**src/rtl/w_pattern_gen.sv**
```systemverilog
// w_pattern_gen: serial stimulus transmitter for the sequence-detector `w` line.
// Shifts a captured pattern out MSB-first, holding each bit for a programmable
// number of cycles, with start/busy/done handshake, repeat mode and abort.
// Optional build macro W_PATTERN_LFSR_EN adds an `lfsr_mode` input that sources
// the bits from a 16-bit Fibonacci LFSR (x^16+x^14+x^13+x^11+1) instead.
module w_pattern_gen #(
  parameter int DATA_WIDTH = 16,
  parameter int LEN_WIDTH  = 5,
  parameter int HOLD_WIDTH = 8
) (
  input  logic                  clk,
  input  logic                  rst,
  input  logic                  start,
  input  logic                  abort,
  input  logic [DATA_WIDTH-1:0] pattern,
  input  logic [LEN_WIDTH-1:0]  length,
  input  logic [HOLD_WIDTH-1:0] hold,
  input  logic                  repeat_en,
`ifdef W_PATTERN_LFSR_EN
  input  logic                  lfsr_mode,
`endif
  output logic                  w,
  output logic                  w_valid,
  output logic                  busy,
  output logic                  done,
  output logic [LEN_WIDTH-1:0]  bit_idx
);

  localparam logic [LEN_WIDTH-1:0]  LEN_MAX = LEN_WIDTH'(DATA_WIDTH);
  localparam logic [DATA_WIDTH-1:0] BIT0    = DATA_WIDTH'(1);

  typedef enum logic [1:0] {S_IDLE, S_SEND, S_DONE} state_t;

  state_t                state_q, state_d;
  logic [DATA_WIDTH-1:0] pat_q, pat_d;
  logic [LEN_WIDTH-1:0]  len_q, len_d;     // effective length L
  logic [HOLD_WIDTH-1:0] hold_q, hold_d;   // effective hold minus one (H-1)
  logic                  rep_q, rep_d;
  logic [HOLD_WIDTH-1:0] cnt_q, cnt_d;     // counts H-1 down to 0 per bit
  logic [LEN_WIDTH-1:0]  idx_q, idx_d;
  logic                  w_q, w_d;
  logic                  wv_q, wv_d;
  logic                  busy_q, busy_d;
  logic                  done_q, done_d;

  logic [LEN_WIDTH-1:0]  len_eff;
  logic [HOLD_WIDTH-1:0] hold_m1;

`ifdef W_PATTERN_LFSR_EN
  logic [15:0] lfsr_q, lfsr_d;
  logic        mode_q, mode_d;
  logic [15:0] lfsr_seed;
  logic [15:0] lfsr_next;
`endif

  // Decode the zero/oversize conventions of the length and hold inputs.
  always_comb begin
    len_eff = length;
    if (length == '0 || length > LEN_MAX) len_eff = LEN_MAX;
    hold_m1 = (hold == '0) ? '0 : hold - 1'b1;
  end

`ifdef W_PATTERN_LFSR_EN
  // Seed selection (all-zero seed would lock up) and one-step LFSR advance.
  always_comb begin
    lfsr_seed = (pattern[15:0] == 16'h0000) ? 16'hACE1 : pattern[15:0];
    lfsr_next = {lfsr_q[14:0], lfsr_q[15] ^ lfsr_q[13] ^ lfsr_q[12] ^ lfsr_q[10]};
  end
`endif

  // Next-state and registered-output logic for the IDLE/SEND/DONE sequencer.
  always_comb begin
    state_d = state_q;
    pat_d   = pat_q;
    len_d   = len_q;
    hold_d  = hold_q;
    rep_d   = rep_q;
    cnt_d   = cnt_q;
    idx_d   = idx_q;
    w_d     = w_q;
    wv_d    = wv_q;
    busy_d  = busy_q;
    done_d  = 1'b0;
`ifdef W_PATTERN_LFSR_EN
    lfsr_d  = lfsr_q;
    mode_d  = mode_q;
`endif
    case (state_q)
      S_IDLE: begin
        w_d    = 1'b0;
        wv_d   = 1'b0;
        busy_d = 1'b0;
        idx_d  = '0;
        // abort takes priority over a simultaneous start
        if (start && !abort) begin
          state_d = S_SEND;
          pat_d   = pattern;
          len_d   = len_eff;
          hold_d  = hold_m1;
          rep_d   = repeat_en;
          cnt_d   = hold_m1;
          idx_d   = len_eff - 1'b1;
          wv_d    = 1'b1;
          busy_d  = 1'b1;
          w_d     = |(pattern & (BIT0 << idx_d));
`ifdef W_PATTERN_LFSR_EN
          mode_d  = lfsr_mode;
          lfsr_d  = lfsr_seed;
          if (lfsr_mode) w_d = lfsr_seed[15];
`endif
        end
      end
      S_SEND: begin
        if (abort) begin
          state_d = S_IDLE;
          w_d     = 1'b0;
          wv_d    = 1'b0;
          busy_d  = 1'b0;
          idx_d   = '0;
          cnt_d   = '0;
        end else if (cnt_q != '0) begin
          cnt_d = cnt_q - 1'b1;
        end else if (idx_q != '0 || rep_q) begin
          // hold expired: next bit, wrapping to the MSB without a gap in repeat
          cnt_d = hold_q;
          idx_d = (idx_q != '0) ? idx_q - 1'b1 : len_q - 1'b1;
          w_d   = |(pat_q & (BIT0 << idx_d));
`ifdef W_PATTERN_LFSR_EN
          lfsr_d = lfsr_next;
          if (mode_q) w_d = lfsr_next[15];
`endif
        end else begin
          state_d = S_DONE;
          done_d  = 1'b1;
          w_d     = 1'b0;
          wv_d    = 1'b0;
          busy_d  = 1'b0;
          idx_d   = '0;
        end
      end
      S_DONE: begin
        // single-cycle completion pulse; start and abort are both ignored here
        state_d = S_IDLE;
        w_d     = 1'b0;
        wv_d    = 1'b0;
        busy_d  = 1'b0;
        idx_d   = '0;
      end
      default: begin
        state_d = S_IDLE;
        w_d     = 1'b0;
        wv_d    = 1'b0;
        busy_d  = 1'b0;
        idx_d   = '0;
      end
    endcase
  end

  // State and capture registers with synchronous reset.
  always_ff @(posedge clk) begin
    if (rst) begin
      state_q <= S_IDLE;
      pat_q   <= '0;
      len_q   <= '0;
      hold_q  <= '0;
      rep_q   <= 1'b0;
      cnt_q   <= '0;
      idx_q   <= '0;
      w_q     <= 1'b0;
      wv_q    <= 1'b0;
      busy_q  <= 1'b0;
      done_q  <= 1'b0;
`ifdef W_PATTERN_LFSR_EN
      lfsr_q  <= '0;
      mode_q  <= 1'b0;
`endif
    end else begin
      state_q <= state_d;
      pat_q   <= pat_d;
      len_q   <= len_d;
      hold_q  <= hold_d;
      rep_q   <= rep_d;
      cnt_q   <= cnt_d;
      idx_q   <= idx_d;
      w_q     <= w_d;
      wv_q    <= wv_d;
      busy_q  <= busy_d;
      done_q  <= done_d;
`ifdef W_PATTERN_LFSR_EN
      lfsr_q  <= lfsr_d;
      mode_q  <= mode_d;
`endif
    end
  end

  assign w       = w_q;
  assign w_valid = wv_q;
  assign busy    = busy_q;
  assign done    = done_q;
  assign bit_idx = idx_q;

endmodule

```
**config.mk**
```make
export PLATFORM = sky130hd
export DESIGN_NAME = w_pattern_gen
export DESIGN_NICKNAME = d
export VERILOG_FILES = /design/src/rtl/w_pattern_gen.sv
export SDC_FILE = /design/constraint.sdc
export NUM_CORES = 1
export LEC_CHECK = 0
export BUFFER_PORTS_ARGS = -buffer_cell sky130_fd_sc_hd__buf_2
export CORE_MARGIN = 4
export CORE_UTILIZATION = 57
export CTS_CLUSTER_SIZE = 30
export DETAILED_ROUTE_END_ITERATION = 12
export HOLD_SLACK_MARGIN = 0.15
export PLACE_DENSITY = 0.81
export SYNTH_ARGS = -nofsm -noshare
export SYNTH_HDL_FRONTEND = slang
export SYNTH_SLANG_ARGS = --single-unit
```
**constraint.sdc**
```tcl
create_clock -name clk -period 3.5 [get_ports clk]
set_clock_uncertainty 0.05 [all_clocks]
set_input_delay 0.175 -clock clk [delete_from_list [all_inputs] [get_ports clk]]
set_output_delay 0.175 -clock clk [all_outputs]
set_load 0.005 [all_outputs]
```
==> flow_summary_export.csv <==
group,metric,value,unit
setup_path,cp-startpoint,"length[2]",
power,p_leak,1.33,nW
power,p_comb_frac,0.283,
setup_path,cp-start-kind,"input port",
cts,worstSkewPairLatency,300,ps
min_path,min_delay_path_depth,3,
drt,totalWireLength,7830,µm
min_path,worstHoldPathType,"in -> reg",
synth,postSynthAreaPerCell,7.57,µm²
global_route,grt_overflow,0,
drt,dr.pass1.iters,5,
sta,finalSetupTns,0,ps
drt,drc,0,
floorplan,num_io_pins,43,
placed_design,gp_congestion,0.887,
setup_path,max_stage_delay,570,ps
floorplan,dieWidth,78.7,µm
setup_path,r2r_start,"bit_idx[3]",
synth,synth.top_cells.by_count,"nand2_1, dfxtp_1, nor2_1, a21oi_1, nor3_1",
setup_path,reg2regPathDepth,8,
cells_and_area,area_growth_syn_to_layout,17.4,%
setup_path,critPathCaptureType,"register",
drt,via_per_inst,6.05,
setup_path,critPathMostFrequentCell,"ha_1",
setup_path,cp_slowest_cell,"or4_1",
synth,yosysSeqAreaShare,0.338,
synth,netlist.area_leader.share,0.338,
power,ir_worst_vdd,0.362,mV
drt,wl_per_cell,15.9,µm
cts,cts_max_level,2,
floorplan,fp.dieH,78.7,µm
synth,netlist_instances,376,
sta,max_slew_margin,0.397,
floorplan,initial_core_util,0.595,
sta,min_period_over_period,0.909,
cts,numCtsBuffers,5,
placed_design,post-dp-hpwl,5480,µm
cells_and_area,drive_gt1_frac,0.149,
synth,synth_edf_count,0,
synth,synth_warnings,0,
global_route,antenna_found_initial,0,
cts,tritoncts,"built",
cts,postCtsSetupRepairBufs,0,
power,pwr-share-clk,0.261,
synth,yosysMostFrequentCell,"nand2_1",
synth,synthArstFlopShare,0,
synth,ys_types,55,
global_route,grt_first_pass_wirelength,13000,µm
sta,clock.fmax,314,MHz
setup_path,critPathKind,"in -> reg",
synth,synth.cell_area,2850,µm²
synth,syn_nets,421,
floorplan,row_count,25,
synth,yosys_most_used_dff,"dfxtp_1",
setup_path,cp.arrival,3280,ps
cts,cts_root_buf,"clkbuf_8",
power,switchingPower,0.445,mW
setup_path,worstPathRequired,3600,ps
power,intPower,0.916,mW
job,maxCapViolCount,0,
synth,netlist_top_cells_area,"dfxtp_1, nand2_1, a21oi_1",
synth,ys_ff_latch,48,
sta,rsz0062_at_grt,"no",
placed_design,portBuffers,42,
placed_design,post-place-ws,111,ps
cts,clk_path_buf_depth,2,
setup_path,path_cells,"buf_2, or4_1, ha_1, nor2b_1, inv_1, ha_1, xnor2_1, mux2i_1, nor4b_1, o41a_1, o32ai_1",
sta,final.min_clock_period,3180,ps
synth,yosys.area.top_type,"dfxtp_1",
run_status,status,"complete, no violations",
sta,setup_violations,0,
power,swShare,0.327,
cts,cts.sinks,48,
cts,path_clk_slew,90,ps
sta,tightestPinTransition,905,ps
power,p_seq_frac,0.456,
floorplan,dieArea,6190,µm²
floorplan,core,4790,µm²
drt,drt_first_iter_violations,273,
sta,hold_viol_final,0,
drt,vias,2971,
setup_path,worstPathMaxFanout,6,
drt,ant_nets,0,
min_path,worstHoldStart,"length[3]",
global_route,grt_max_degree,50,
global_route,first_global_vias,2734,
global_route,grt_use_total,0.262,
cells_and_area,fin_nets,468,
sta,drv_slew,0,
sta,whs,176,ps
power,p_per_area,407,nW/µm²
sta,worst_slack,320,ps
-- critical path, delay by kind of cell --
family                     cells  cell delay (ps)
buffers and inverters          2              270
adders and majority gates      2              630
and+or+nand+nor                3             1250
AOI/OAI and AO/OA              2              260
xor gates and xnor gates       1              510
muxes                          1              160
-- power by group through the flow --
stage | Combinational [mW] | Clock (mW) | Sequential [mW]
detailed placement | 0.358 | 0 | 0.632
global placement | 0.351 | 0 | 0.630
global route | 0.425 | 0.382 | 0.624
finish | 0.385 | 0.355 | 0.620
floorplan | 0.276 | 0 | 0.617
CTS | 0.376 | 0.361 | 0.619
-- path summary, 6_finish.rpt --
kind / to / slack (ps)
worst max-delay path: w / 320
worst min-delay path: len_q[3] / 180
worst max register to register: w / 730
worst min register to register: pat_q[5] / 410
-- kinds of logic (layout without fill, tap and decap cells) --
logic type	count (synthesis)	in the layout	synth area share
buf+inv	33	80	0.0484
mux	8	8	0.0281
compound gates	107	107	0.246
simple gates	160	160	0.264
xor+xnor	9	9	0.0277
other cells	0	1	0
flops	48	48	0.338
fa+ha+maj	11	11	0.0484
-- through the flow --
stage	utilization	power [mW]	instance area, µm²	std cells
2_1_floorplan	-	0.893	2850	376
3_3_place_gp	0.642	0.981	3070	466
3_5_place_dp	0.642	0.989	3070	466
4_1_cts	0.698	1.36	3340	490
5_1_grt	0.698	1.43	3340	490
6_report	0.698	1.36	3340	491
-- area by class of cell --
type / instances / area (µm²)
Fill cell: 417 / 1450
Tap cell: 67 / 83.8
Antenna cell: 1 / 2.50
Multi-Input combinational cell: 295 / 1750
Timing Repair Buffer: 62 / 403
Clock buffer: 7 / 96.3
Sequential cell: 48 / 961
Inverter: 11 / 41.3
-- placed cells by master (no fill, tap or decap), types with 3 or more instances in the layout --
| cell | synthesis | layout |
|---|---|---|
| a31oi_1 | 4 | 4 |
| nand2_1 | 57 | 57 |
| o221ai_1 | 5 | 5 |
| xnor2_1 | 5 | 5 |
| a21oi_1 | 41 | 41 |
| nand3b_1 | 3 | 3 |
| xor2_1 | 4 | 4 |
| a221oi_1 | 3 | 3 |
| dfxtp_1 | 48 | 48 |
| dlygate4sd3_1 | 0 | 17 |
| or4_1 | 4 | 4 |
| mux2i_1 | 8 | 8 |
| nor2_1 | 43 | 43 |
| buf_4 | 1 | 3 |
| or3_1 | 3 | 3 |
| nand3_1 | 3 | 3 |
| ha_1 | 11 | 11 |
| inv_1 | 11 | 11 |
| o22ai_1 | 3 | 3 |
| nor3_1 | 20 | 19 |
| a22oi_1 | 8 | 8 |
| nor2b_1 | 7 | 7 |
| buf_2 | 2 | 42 |
| o21ai_0 | 15 | 15 |
| clkbuf_8 | 0 | 7 |
| a211oi_1 | 8 | 8 |
| nand2b_1 | 4 | 4 |
| nor4_1 | 6 | 6 |
-- sequential cells by signal, summed over array words and instances, names as in the netlist --
register  count
pat_q        16
cnt_q         8
hold_q        8
bit_idx       5
len_q         5
state_q       2
busy          1
done          1
rep_q         1
w             1
-- timing repair --
item	CTS	global route
gates resized for setup	0	0
hold buffers	17	0
endpoints found under the hold margin	17	0
-- layer usage --
metal | track usage | up-vias | wire, µm
met4 | 0.103 | 0 | 184
met1 | 0.367 | 1380 | 3480
li1 | - | 1453 | -
met2 | 0.398 | 117 | 3550
met5 | 0 | - | 0
met3 | 0.0447 | 21 | 611
Power figures use the tool's default switching activity.
